--- src/rtl/spi_request_arbiter.sv ---
// -----------------------------------------------------------------------------
// spi_request_arbiter
//
// Shares one SPI serializer among NUM_REQ command sources. A round-robin
// arbiter picks a requester, latches its word onto the serializer data input
// and pulses ser_ld. The arbiter then follows the serializer's chip-select to
// decide when the frame has finished. It reports done, or err if CS never
// went low, back to the requester that owns the transfer.
//
// Ports
//   clk       clock, shared with the serializer
//   rst       synchronous reset, active-high
//   req       per-requester level request, held until ack
//   req_data  per-requester words, slice i = [i*DATA_W +: DATA_W]
//   ack       1-cycle pulse: request accepted, word latched
//   done      1-cycle pulse: transfer finished (CS rose again)
//   err       1-cycle pulse: serializer never lowered CS after the load
//   busy      high whenever the FSM is not in IDLE
//   gnt_id    index of the current or last granted requester
//   ser_data  word presented to the serializer
//   ser_ld    load strobe to the serializer
//   ser_cs    chip-select from the serializer (low = frame in progress)
// -----------------------------------------------------------------------------
module spi_request_arbiter #(
    parameter int NUM_REQ       = 4,
    parameter int DATA_W        = 32,
    parameter int LD_CYCLES     = 2,
    parameter int START_TIMEOUT = 16,
    parameter int GAP_CYCLES    = 4
) (
    input  logic                       clk,
    input  logic                       rst,
    input  logic [NUM_REQ-1:0]         req,
    input  logic [NUM_REQ*DATA_W-1:0]  req_data,
    output logic [NUM_REQ-1:0]         ack,
    output logic [NUM_REQ-1:0]         done,
    output logic [NUM_REQ-1:0]         err,
    output logic                       busy,
    output logic [$clog2(NUM_REQ)-1:0] gnt_id,
    output logic [DATA_W-1:0]          ser_data,
    output logic                       ser_ld,
    input  logic                       ser_cs
);

    localparam int IDW     = $clog2(NUM_REQ);
    // One counter serves the LOAD, WAIT_START and GAP phases. It must be
    // wide enough for the longest of the three.
    localparam int CNT_MAX = (LD_CYCLES > START_TIMEOUT)
                             ? ((LD_CYCLES > GAP_CYCLES) ? LD_CYCLES : GAP_CYCLES)
                             : ((START_TIMEOUT > GAP_CYCLES) ? START_TIMEOUT : GAP_CYCLES);
    localparam int CNT_W   = $clog2(CNT_MAX + 1);

    typedef enum logic [2:0] {
        IDLE,
        LOAD,
        WAIT_START,
        SHIFT,
        GAP
    } state_t;

    state_t               state_reg, state_next;
    logic [CNT_W-1:0]     cnt_reg, cnt_next;
    logic [NUM_REQ-1:0]   ack_reg, ack_next;
    logic [NUM_REQ-1:0]   done_reg, done_next;
    logic [NUM_REQ-1:0]   err_reg, err_next;
    logic                 ld_reg, ld_next;
    logic [DATA_W-1:0]    data_reg, data_next;
    logic [IDW-1:0]       gnt_reg, gnt_next;
    logic [IDW-1:0]       last_reg, last_next;

    // Unpack the flat data bus into one word per requester.
    logic [DATA_W-1:0]    req_word [NUM_REQ];

    for (genvar gi = 0; gi < NUM_REQ; gi++) begin : g_unpack
        assign req_word[gi] = req_data[gi*DATA_W +: DATA_W];
    end

    // Round-robin winner: first set request scanning last+1, last+2, ...
    // The scan runs from the farthest candidate to the nearest, so the
    // nearest set request is the last one written and therefore wins.
    logic [IDW-1:0] win;
    logic           win_valid;
    logic [IDW-1:0] idx;

    always_comb begin
        win       = '0;
        win_valid = 1'b0;
        idx       = '0;
        for (int k = NUM_REQ; k >= 1; k--) begin
            idx = IDW'((int'(last_reg) + k) % NUM_REQ);
            if (req[idx]) begin
                win       = idx;
                win_valid = 1'b1;
            end
        end
    end

    // State and datapath registers.
    always_ff @(posedge clk) begin
        if (rst) begin
            state_reg <= IDLE;
            cnt_reg   <= '0;
            ack_reg   <= '0;
            done_reg  <= '0;
            err_reg   <= '0;
            ld_reg    <= 1'b0;
            data_reg  <= '0;
            gnt_reg   <= '0;
            last_reg  <= IDW'(NUM_REQ - 1);
        end else begin
            state_reg <= state_next;
            cnt_reg   <= cnt_next;
            ack_reg   <= ack_next;
            done_reg  <= done_next;
            err_reg   <= err_next;
            ld_reg    <= ld_next;
            data_reg  <= data_next;
            gnt_reg   <= gnt_next;
            last_reg  <= last_next;
        end
    end

    // Next-state and output logic.
    always_comb begin
        state_next = state_reg;
        cnt_next   = cnt_reg;
        ack_next   = '0;
        done_next  = '0;
        err_next   = '0;
        ld_next    = 1'b0;
        data_next  = data_reg;
        gnt_next   = gnt_reg;
        last_next  = last_reg;

        case (state_reg)
            IDLE: begin
                // A grant is made only while CS is high. After a reset in the
                // middle of a frame, the serializer is left to finish the
                // frame before its data register is touched again.
                if (win_valid && ser_cs) begin
                    data_next     = req_word[win];
                    ack_next[win] = 1'b1;
                    gnt_next      = win;
                    last_next     = win;
                    cnt_next      = '0;
                    state_next    = LOAD;
                end
            end

            LOAD: begin
                // The first LOAD cycle is the ack cycle, so ser_ld (registered)
                // rises one cycle after ack and stays high LD_CYCLES cycles.
                if (cnt_reg == CNT_W'(LD_CYCLES)) begin
                    cnt_next   = '0;
                    state_next = WAIT_START;
                end else begin
                    ld_next  = 1'b1;
                    cnt_next = cnt_reg + CNT_W'(1);
                end
            end

            WAIT_START: begin
                if (!ser_cs) begin
                    cnt_next   = '0;
                    state_next = SHIFT;
                end else if (cnt_reg == CNT_W'(START_TIMEOUT - 1)) begin
                    err_next[gnt_reg] = 1'b1;
                    cnt_next          = '0;
                    state_next        = GAP;
                end else begin
                    cnt_next = cnt_reg + CNT_W'(1);
                end
            end

            SHIFT: begin
                // The serializer owns the frame length, so SHIFT has no
                // timeout of its own.
                if (ser_cs) begin
                    done_next[gnt_reg] = 1'b1;
                    cnt_next           = '0;
                    state_next         = GAP;
                end
            end

            GAP: begin
                if (cnt_reg == CNT_W'(GAP_CYCLES - 1)) begin
                    cnt_next   = '0;
                    state_next = IDLE;
                end else begin
                    cnt_next = cnt_reg + CNT_W'(1);
                end
            end

            default: begin
                state_next = IDLE;
            end
        endcase
    end

    assign ack      = ack_reg;
    assign done     = done_reg;
    assign err      = err_reg;
    assign busy     = (state_reg != IDLE);
    assign gnt_id   = gnt_reg;
    assign ser_data = data_reg;
    assign ser_ld   = ld_reg;

endmodule

--- config.mk ---
export PLATFORM = sky130hd
export DESIGN_NAME = spi_request_arbiter
export DESIGN_NICKNAME = d
export VERILOG_FILES = /design/src/rtl/spi_request_arbiter.sv
export SDC_FILE = /design/constraint.sdc
export NUM_CORES = 1
export LEC_CHECK = 0
export CAP_MARGIN = 20
export CORE_AREA = 2 2 89 91
export DETAILED_ROUTE_END_ITERATION = 7
export DIE_AREA = 0 0 91 93
export DONT_BUFFER_PORTS = 1
export PLACE_DENSITY = 0.67
export REMOVE_ABC_BUFFERS = 1
export SYNTH_ARGS = -nofsm -noshare
export SYNTH_HDL_FRONTEND = slang
export SYNTH_SLANG_ARGS = --single-unit
--- constraint.sdc ---
create_clock -name clk -period 2.11 [get_ports clk]
set_clock_uncertainty 0.05 [all_clocks]
set_input_delay 0.3165 -clock clk [delete_from_list [all_inputs] [get_ports clk]]
set_output_delay 0.3165 -clock clk [all_outputs]
set_load 0.03 [all_outputs]
## Word-level counts from Yosys, hierarchy flattened

Index checks and enable logic that the tools add are counted.

| storage, ports and cells | value |
|---|---|
| register bits after elaboration | 57 |
| bits of input ports | 135 |
| logic and storage cells | 94 |
| output and inout bits | 48 |

| cells by class | value |
|---|---|
| $add $sub $neg | 5 |
| eq/ne operators | 12 |
| muxes and demuxes | 38 |
| bitwise logic cells | 8 |
| magnitude comparators | 9 |
| reduce and logical (&&, ||, !) cells | 13 |

Operators with widths:

| cell | count |
|---|---|
| binary-select mux 32 bit (select 2 bit) | 1 |
| two-way mux 32 bit | 2 |
| two-way mux 5 bit | 6 |
| one-hot mux 5 bit (5 select lines) | 1 |
| < comparator 2 x 3 -> 1 bit, second input constant | 6 |
| two-way mux 3 bit | 6 |
| one-hot mux 3 bit (5 select lines) | 1 |
| two-way mux 1 bit | 11 |
| equality test 5 x 2 -> 1 bit, second input constant | 2 |
| binary-select mux 1 bit (select 2 bit) | 4 |
| two-way mux 2 bit | 4 |
| inequality test 2 bit, second input constant | 4 |
| inverter 1 bit | 7 |
| equality test 3 x 2 -> 1 bit, second input constant | 2 |
| OR reduction 3 bit | 2 |
| adder 5 x 1 -> 5 bit, second input constant | 1 |
| equality test 5 x 4 -> 1 bit, second input constant | 1 |
| AND reduction 5 bit | 1 |
| nonzero test 5 bit | 1 |
| adder 2 x 1 -> 2 bit, second input constant | 2 |
| adder 2 bit, second input constant | 2 |
| demux 1 bit (select 2 bit) | 2 |
| >= comparator 2 x 1 -> 1 bit, second input constant | 2 |
| OR reduction 4 bit | 1 |
| other kinds (11) | 13 |

## Longest topological paths before layout

Gate-level depths: netlist (run 1).

| depth | value |
|---|---|
| depth after elaboration | 11 |
| gate-level depth with buffers | 8 |
| mapped depth without buffers | 7 |

## Worst setup path after synthesis (run 1)

No wires, ideal clock.

| path | value |
|---|---|
| path kind | reg2reg |
| start point | register cnt_reg[0] |
| end point | register state_reg[2] |
| data arrival time | 1.859 ns |
| buffers on the path | 0 |
| period minus slack after synthesis | 2.037 ns |
| stages on the path, launching flop included | 8 |
| setup time | 0.127 ns |
| slack | 0.073 ns |
| data required time | 1.933 ns |
| path through | dfxtp_1 ha_1 and3_1 ha_1 or4_1 o21ai_1 mux2i_1 nor2_1 |

| on the way | value |
|---|---|
| longest elaborated chain between the ends | 3 |
| elaborated cells on any way between the ends | 7 |
| those cells by class | 6 x eq/ne; 1 x reduce/logical |

Ends and longest elaborated chain:

| element | RTL line | RTL |
|---|---|---|
| start: declaration | 62 | `logic [CNT_W-1:0] cnt_reg, cnt_next;` |
| start signal: assignment | 112 | `cnt_reg <= cnt_next;` |
| equality test 5 x 4 -> 1 bit, or another cell as far along | 166 | `end else if (cnt_reg == CNT_W'(START_TIMEOUT - 1)) begin` |
| inequality test 3 bit (no line) / inequality test 2 bit (equally long branches) | -- |  |
| AND reduction 5 bit (no line) * | -- |  |
| end signal: assignment | 111 | `state_reg <= state_next;` |
| end: declaration | 61 | `state_t state_reg, state_next;` |

Every way passes the cells marked *; elsewhere a longest branch is shown, timed or not.
A chain may end at the register's enable or synchronous reset.

## Final worst setup path (run 1)

| path | value |
|---|---|
| start point | register cnt_reg[0] |
| end point | register cnt_reg[2] |

| on the way | value |
|---|---|
| longest elaborated chain between the ends | 4 |
| elaborated cells on any way between the ends | 9 |
| those cells by class | 1 x add/sub; 3 x eq/ne; 5 x mux |

Ends and longest elaborated chain:

| element | RTL line | RTL |
|---|---|---|
| adder 5 x 1 -> 5 bit / equality test 5 x 4 -> 1 bit (equally long branches) | -- |  |
| two-way mux 5 bit | 166 |  |
| two-way mux 5 bit | 163 | `if (!ser_cs) begin` |
| one-hot mux 5 bit (5 select lines) * | 135 | `case (state_reg)` |

Marked as above.

==> results of run 1 <==
## power by group through the flow
stage / Sequential [W] / Clock (W) / Combinational [W]
final: 0.00138 / 0.00105 / 0.000718
after global routing: 0.00139 / 0.00113 / 0.000782
after CTS: 0.00138 / 0.00109 / 0.000720
after detailed placement: 0.00140 / 0 / 0.000712
after global placement: 0.00140 / 0 / 0.000696
after floorplan: 0.00139 / 0 / 0.000522
## layout make-up
cell class	count	area, sq um
multi-input combinational	257	2200
clock inverter	7	80.1
fill	712	3460
inverter	38	143
clock buffer	9	124
tap	102	128
sequential	57	1140
timing repair buffer	25	244
## layer usage
metal,vias to the layer above,part of all wire (%)
met2,123,51
li1,1427,-
met1,1414,41
met4,0,1.5
met5,-,0
met3,14,6.4
## cell families (layout without fill, tap and decap cells)
group                    Yosys count  after routing  share of synthesized area (%)
AO/OA/AOI/OAI                    148            148                           37.8
adder cells (fa/ha/maj)            4              4                           1.36
buffers and inverters             74             79                           10.5
flip-flops                        57             57                           30.9
multiplexers                      35             35                           9.50
AND/OR/NAND/NOR                   70             70                           9.98
## cells in the final DEF (no fill, tap or decap), types with 3 or more instances in the layout
cell and count:
buf_4 19, o21bai_1 32, clkbuf_8 9, a21oi_1 4, nand3_1 3, nor3_1 8, buf_12 4, inv_1 38
nand2_1 10, nor2b_1 3, mux2i_1 35, a211oi_2 54, nor2_1 22, dfxtp_1 57, clkinv_4 3, nand2b_1 7
a31oi_1 3, nand3b_1 4, a211oi_1 41, a22oi_1 3
## timing repair
action / in CTS / in global routing
hold buffers: 1 / 0
endpoints found under the setup margin: 1 / 4
resized for setup: 1 / 5
pin swaps: 0 / 1
endpoints found under the hold margin: 15 / 0
## worst paths after layout
| path | start | end | depth (start not counted) | slack [ps] |
|---|---|---|---|---|
| worst max-delay path | cnt_reg[0] | cnt_reg[2] | 8 | 120 |
| worst min-delay path | rst | last_reg[1] | 2 | 40 |
| worst max register to register | cnt_reg[0] | cnt_reg[2] | 8 | 120 |
| worst min register to register | cnt_reg[3] | cnt_reg[3] | 2 | 510 |
## critical path: cells and delay by family, from the launching register on
family | cells | cell delay (ps)
simple gates | 3 | 770
fa+ha+maj | 2 | 400
buf+inv | 1 | 140
compound gates | 2 | 250
flops | 1 | 320
## synth_stat cells, types with 2 or more instances
cell type  count
nand2_1       10
buf_2         13
ha_1           4
o21ai_1        2
nand3_1        3
nand2b_1       8
clkbuf_1      12
a21oi_1        4
dfxtp_1       57
a22oi_1        3
nor2b_1        3
a21o_1         2
nor3b_1        2
buf_6         10
mux2i_1       35
nor3_1         8
inv_1         38
o21ai_0        2
a211oi_1      41
a211oi_2      54
nand3b_1       4
a31oi_1        3
nor4b_1        2
nor2_1        22
o21bai_1      32
## metrics by stage
stage / setup TNS, ps / total power, W / util [%] / area [sq um] / instances
2_1_floorplan: -81210 / 0.00191 / - / 3440 / 352
3_3_place_gp: 0 / 0.00210 / 50.8 / 3820 / 478
3_5_place_dp: 0 / 0.00212 / 50.8 / 3820 / 478
4_1_cts: 0 / 0.00319 / 53.7 / 4040 / 495
5_1_grt: 0 / 0.00330 / 54.0 / 4060 / 495
6_report: 0 / 0.00315 / 54.0 / 4060 / 495
==> flow_metrics.env, run 1 <==
export IMPL_yosysSeqAreaShare_pct=30.9
export IMPL_numCtsBuffers=9
export IMPL_gr_usage_met3_pct=6.69
export IMPL_slowest_delay_ps=490
export IMPL_syn_to_final_growth_pct=10.2
export IMPL_synthFlopType="dfxtp_1"
export IMPL_io_buffers=0
export IMPL_syn_area_sq_um=3690
export IMPL_diodes=0
export IMPL_globalRouteTotalUtil_pct=22.8
export IMPL_cts_tree="yes"
export IMPL_gp_congestion=0.776
export IMPL_largest_reg_flops=32
export IMPL_p_comb_share_pct=22.8
export IMPL_p_leak_nw=1.54
export IMPL_ys_warn_count=0
export IMPL_yosysTopAreaCell="dfxtp_1"
export IMPL_synth_top_area_share_pct=30.9
export IMPL_clock_sinks=57
export IMPL_whs_ps=37.8
export IMPL_period_share_pct=94.5
export IMPL_hold_class="input port to register"
export IMPL_syn_mean_instance_area_sq_um=9.50
export IMPL_crit_path_top_delay_cell="or4_4"
export IMPL_num_io_pins=183
export IMPL_sw_frac_of_total_pct=35.6
export IMPL_crit_path_frequent_cell="ha_2"
export IMPL_dpl_hpwl_mm=6.77
export IMPL_worstSkewPairLatency_ps=340
export IMPL_synth_cell_types=39
export IMPL_die_y_um=93
export IMPL_via_per_inst=6.02
export IMPL_initialDrtViolationCount=88
export IMPL_start_util_pct=49.0
export IMPL_grtUsageMet1_pct=26.0
export IMPL_arrival_ps=2200
export IMPL_max_slew_worst_pin_slew_ps=651
export IMPL_seq_power_share_pct=43.8
export IMPL_critPathRequiredTime_ps=2320
export IMPL_core_sq_um=7530
export IMPL_syn_inst=388
export IMPL_routed_wl_mm=9.83
export IMPL_grt_pass1_wl_mm=15.3
export IMPL_timing_fmax_mhz=501
export IMPL_final_nets=527
export IMPL_postCtsSetupBuffers=0
export IMPL_drive_above_1_share_pct=27.5
export IMPL_cts_root_buf="clkbuf_8"
export IMPL_finalHoldViolCount=0
export IMPL_startpoint_type="register"
export IMPL_cap_viol_max_count=0
export IMPL_pre_cts_ws_ps=19.9
export IMPL_switchingPower_w=0.00112
export IMPL_drt_pass1_iter_count=4
export IMPL_grt_overflow_total=0
export IMPL_gr_max_usage_layer="met2"
export IMPL_synth_area_leaders="dfxtp_1, a211oi_2, mux2i_1"
export IMPL_clkPwrFrac_pct=33.4
export IMPL_synth_edf_count=0
export IMPL_rsz0062_at_grt="false"
export IMPL_crit_fanout=6
export IMPL_intPower_w=0.00203
export IMPL_grt_max_degree=37
export IMPL_drc_errors=0
export IMPL_critPathCaptureType="register"
export IMPL_grt_pass1_vias=3006
export IMPL_finalMaxSlewViolations=0
export IMPL_fin_crit_ps=1990
export IMPL_antenna_found_initial=0
export IMPL_rows=32
export IMPL_async_reset_ff_share_pct=0
export IMPL_setup_violations=0
export IMPL_vias=2978
export IMPL_die_area_sq_um=8460
export IMPL_outcome="completed"
export IMPL_worstSetupPathType="register to register"
export IMPL_clk_pin_slew_worst_paths_ps=80
export IMPL_power_density_nw_per_um2=776
export IMPL_use_met2_pct=41.2
export IMPL_ctsLongestPathBuffers=2
export IMPL_ant_nets=0
export IMPL_setup_ws_ps=115
export IMPL_die_w_um=91
export IMPL_htreeDepth=3
export IMPL_path_cells="ha_2 -> and3_1 -> ha_2 -> or4_4 -> o21ai_4 -> buf_6 -> nand3b_1 -> a31oi_1"
export IMPL_synth_seq_cells=57
export IMPL_slew_headroom_pct=56.4
export IMPL_wl_per_cell_um=19.9
export IMPL_vdd_drop_max_v=0.000364
Note: power is estimated with default switching activity, not from simulation.
==> inputs of run 2 (changes only) <==
--- a/config.mk
+++ b/config.mk
@@ -10,7 +10,7 @@
 export DETAILED_ROUTE_END_ITERATION = 7
 export DIE_AREA = 0 0 91 93
 export DONT_BUFFER_PORTS = 1
-export PLACE_DENSITY = 0.67
+export PLACE_DENSITY = 0.76
 export REMOVE_ABC_BUFFERS = 1
 export SYNTH_ARGS = -nofsm -noshare
 export SYNTH_HDL_FRONTEND = slang
==> run 2 against run 1 <==
  * Final cell count unchanged
  * Critical path depth unchanged
  * Design area up 0.62%
  * Die area unchanged
  * Worst setup slack worse by 40 ps
  * Critical path type unchanged
  * Sequential share of layout area down 0.14 points
  * Non-clock buffer count down 1
  * Largest power group unchanged
  * Highest routed layer unchanged
  * Sequential power about the same
  * Maximum frequency down 1.9%
  * Flip-flop and latch count unchanged
  * Largest cell class unchanged
==> flow_metrics.env, run 2 (synthesis gave the netlist of run 1 again) <==
export IMPL_numCtsBuffers=9
export IMPL_crit_fanout=6
export IMPL_dp_cells=476
export IMPL_critPathRequiredTime_ps=2320
export IMPL_rows=32
export IMPL_final_nets=527
export IMPL_layout_common_cells="dfxtp_1, a211oi_2, a211oi_1, inv_1, mux2i_1"
export IMPL_initialDrtViolationCount=156
export IMPL_die_w_um=91
export IMPL_wl_per_cell_um=21.4
export IMPL_setup_violations=0
export IMPL_fin_area_sq_um=4090
export IMPL_num_io_pins=183
export IMPL_fin_cells=495
export IMPL_clock_sinks=57
export IMPL_max_slew_worst_pin_slew_ps=643
export IMPL_arrival_ps=2250
export IMPL_largest_reg_flops=32
export IMPL_grt_pass1_wl_mm=16.3
export IMPL_finalMaxSlewViolations=0
export IMPL_vdd_drop_max_v=0.000368
export IMPL_htreeDepth=3
export IMPL_clkPwrFrac_pct=38.3
export IMPL_final_util_pct=54.3
export IMPL_nFillCells=705
export IMPL_finalHoldViolCount=0
export IMPL_outcome="completed"
export IMPL_routed_wl_mm=10.6
export IMPL_postCtsSetupBuffers=0
export IMPL_slew_headroom_pct=57.0
export IMPL_finalSetupTns_ps=0
export IMPL_grt_max_degree=38
export IMPL_die_area_sq_um=8460
export IMPL_die_y_um=93
export IMPL_antenna_found_initial=0
export IMPL_worstSkewPairLatency_ps=340
export IMPL_hold_class="input port to register"
export IMPL_ctsLongestPathBuffers=2
export IMPL_crit_path_top_delay_cell="or4_4"
export IMPL_dpl_hpwl_mm=7.08
export IMPL_rsz0062_at_grt="false"
export IMPL_period_share_pct=96.4
export IMPL_ant_nets=0
export IMPL_cts_tree="yes"
export IMPL_path_cells="ha_2 -> and3_4 -> ha_1 -> or4_4 -> o21ai_2 -> buf_6 -> nand3b_1 -> a31oi_1"
export IMPL_diodes=0
export IMPL_fin_crit_ps=2030
export IMPL_final_common_cell="dfxtp_1"
export IMPL_placed_area_sq_um=3790
export IMPL_p_comb_share_pct=21.0
export IMPL_intPower_w=0.00227
export IMPL_drt_pass1_iter_count=4
export IMPL_grt_pass1_vias=3245
export IMPL_slowest_delay_ps=480
export IMPL_power_density_nw_per_um2=834
export IMPL_timing_fmax_mhz=492
export IMPL_switchingPower_w=0.00114
export IMPL_seq_power_share_pct=40.8
export IMPL_p_leak_nw=1.57
export IMPL_grt_overflow_total=0
export IMPL_io_buffers=0
export IMPL_drive_above_1_share_pct=27.5
export IMPL_critPathCaptureType="register"
export IMPL_fin_total_pwr_w=0.00341
export IMPL_core_sq_um=7530
export IMPL_startpoint_type="register"
export IMPL_worstSetupPathType="register to register"
export IMPL_cap_viol_max_count=0
export IMPL_cts_root_buf="clkbuf_8"
export IMPL_syn_to_final_growth_pct=10.9
export IMPL_globalRouteTotalUtil_pct=24.2
export IMPL_clk_pin_slew_worst_paths_ps=80
export IMPL_vias=3155
export IMPL_drc_errors=0
export IMPL_sw_frac_of_total_pct=33.5
export IMPL_via_per_inst=6.37
export IMPL_gp_congestion=0.896
export IMPL_start_util_pct=49.0
run 2: changes by cell type in the layout (fill, tap and decap cells not counted), sizes merged:
| cell | previous run | this run |
|---|---|---|
| buf | 24 | 22 |
| bufinv | 1 | 3 |
| clkinvlp | 2 | 0 |
| a21o | 2 | 3 |
| clkinv | 3 | 2 |
| dlygate4sd3 | 1 | 2 |
| inv | 39 | 40 |
run 2: metal layers:
layer	vias up	part of all wire [%]	wire, um	global-route usage [%]
li1	1446	-	-	-
met5	-	0	0	0
met4	0	2.4	255	11.4
met3	23	7.0	741	5.64
met1	1538	40	4250	27.4
met2	148	50	5350	43.1
run 2: per-stage QoR:
| stage | hold WS (ps) | worst slack (ps) |
|---|---|---|
| after floorplan | 336 | -2330 |
| after global placement | 345 | 85.8 |
| after detailed placement | 349 | 24.3 |
| after CTS | 0.671 | 3.65 |
| after global routing | 27.8 | 9.76 |
| final | 45.7 | 75.6 |
run 2: area by class of cell:
cell class | instances | area [sq um] | share of cell area (%)
clock buffers | 9 | 124 | 3.03
flip-flops and latches | 57 | 1140 | 27.9
well taps | 102 | 128 | 3.12
inverters | 38 | 143 | 3.49
multi-input cells | 258 | 2200 | 53.8
repair buffers | 24 | 226 | 5.54
clock inverters | 7 | 125 | 3.06
run 2: final timing paths:
path	endpoint	start	depth (start not counted)	slack [ps]
max	cnt_reg[2]	cnt_reg[0]	8	80
min	last_reg[1]	rst	2	50
max reg2reg	cnt_reg[2]	cnt_reg[0]	8	80
min reg2reg	last_reg[1]	last_reg[1]	2	510
run 2: what timing repair did:
action	4_1_cts	5_1_grt
cloned	0	1
endpoints found under the hold margin	14	1
setup endpoints to repair	2	17
pin swaps	0	2
hold buffers	1	1
gates resized for setup	1	5
run 2: power by group through the flow:
stage	logic [W]	registers, W	clock network [W]
5_1_grt	0.000774	0.00140	0.00138
3_3_place_gp	0.000674	0.00141	0
3_5_place_dp	0.000694	0.00141	0
2_1_floorplan	0.000522	0.00139	0
4_1_cts	0.000703	0.00139	0.00132
6_report	0.000715	0.00139	0.00130
run 2: worst max-delay path: cells and delay by family (launching register included):
| kind | cells | cell delay [ps] |
|---|---|---|
| compound gates | 2 | 270 |
| fa+ha+maj | 2 | 420 |
| simple gates | 3 | 750 |
| buf+inv | 1 | 150 |
| flops | 1 | 330 |
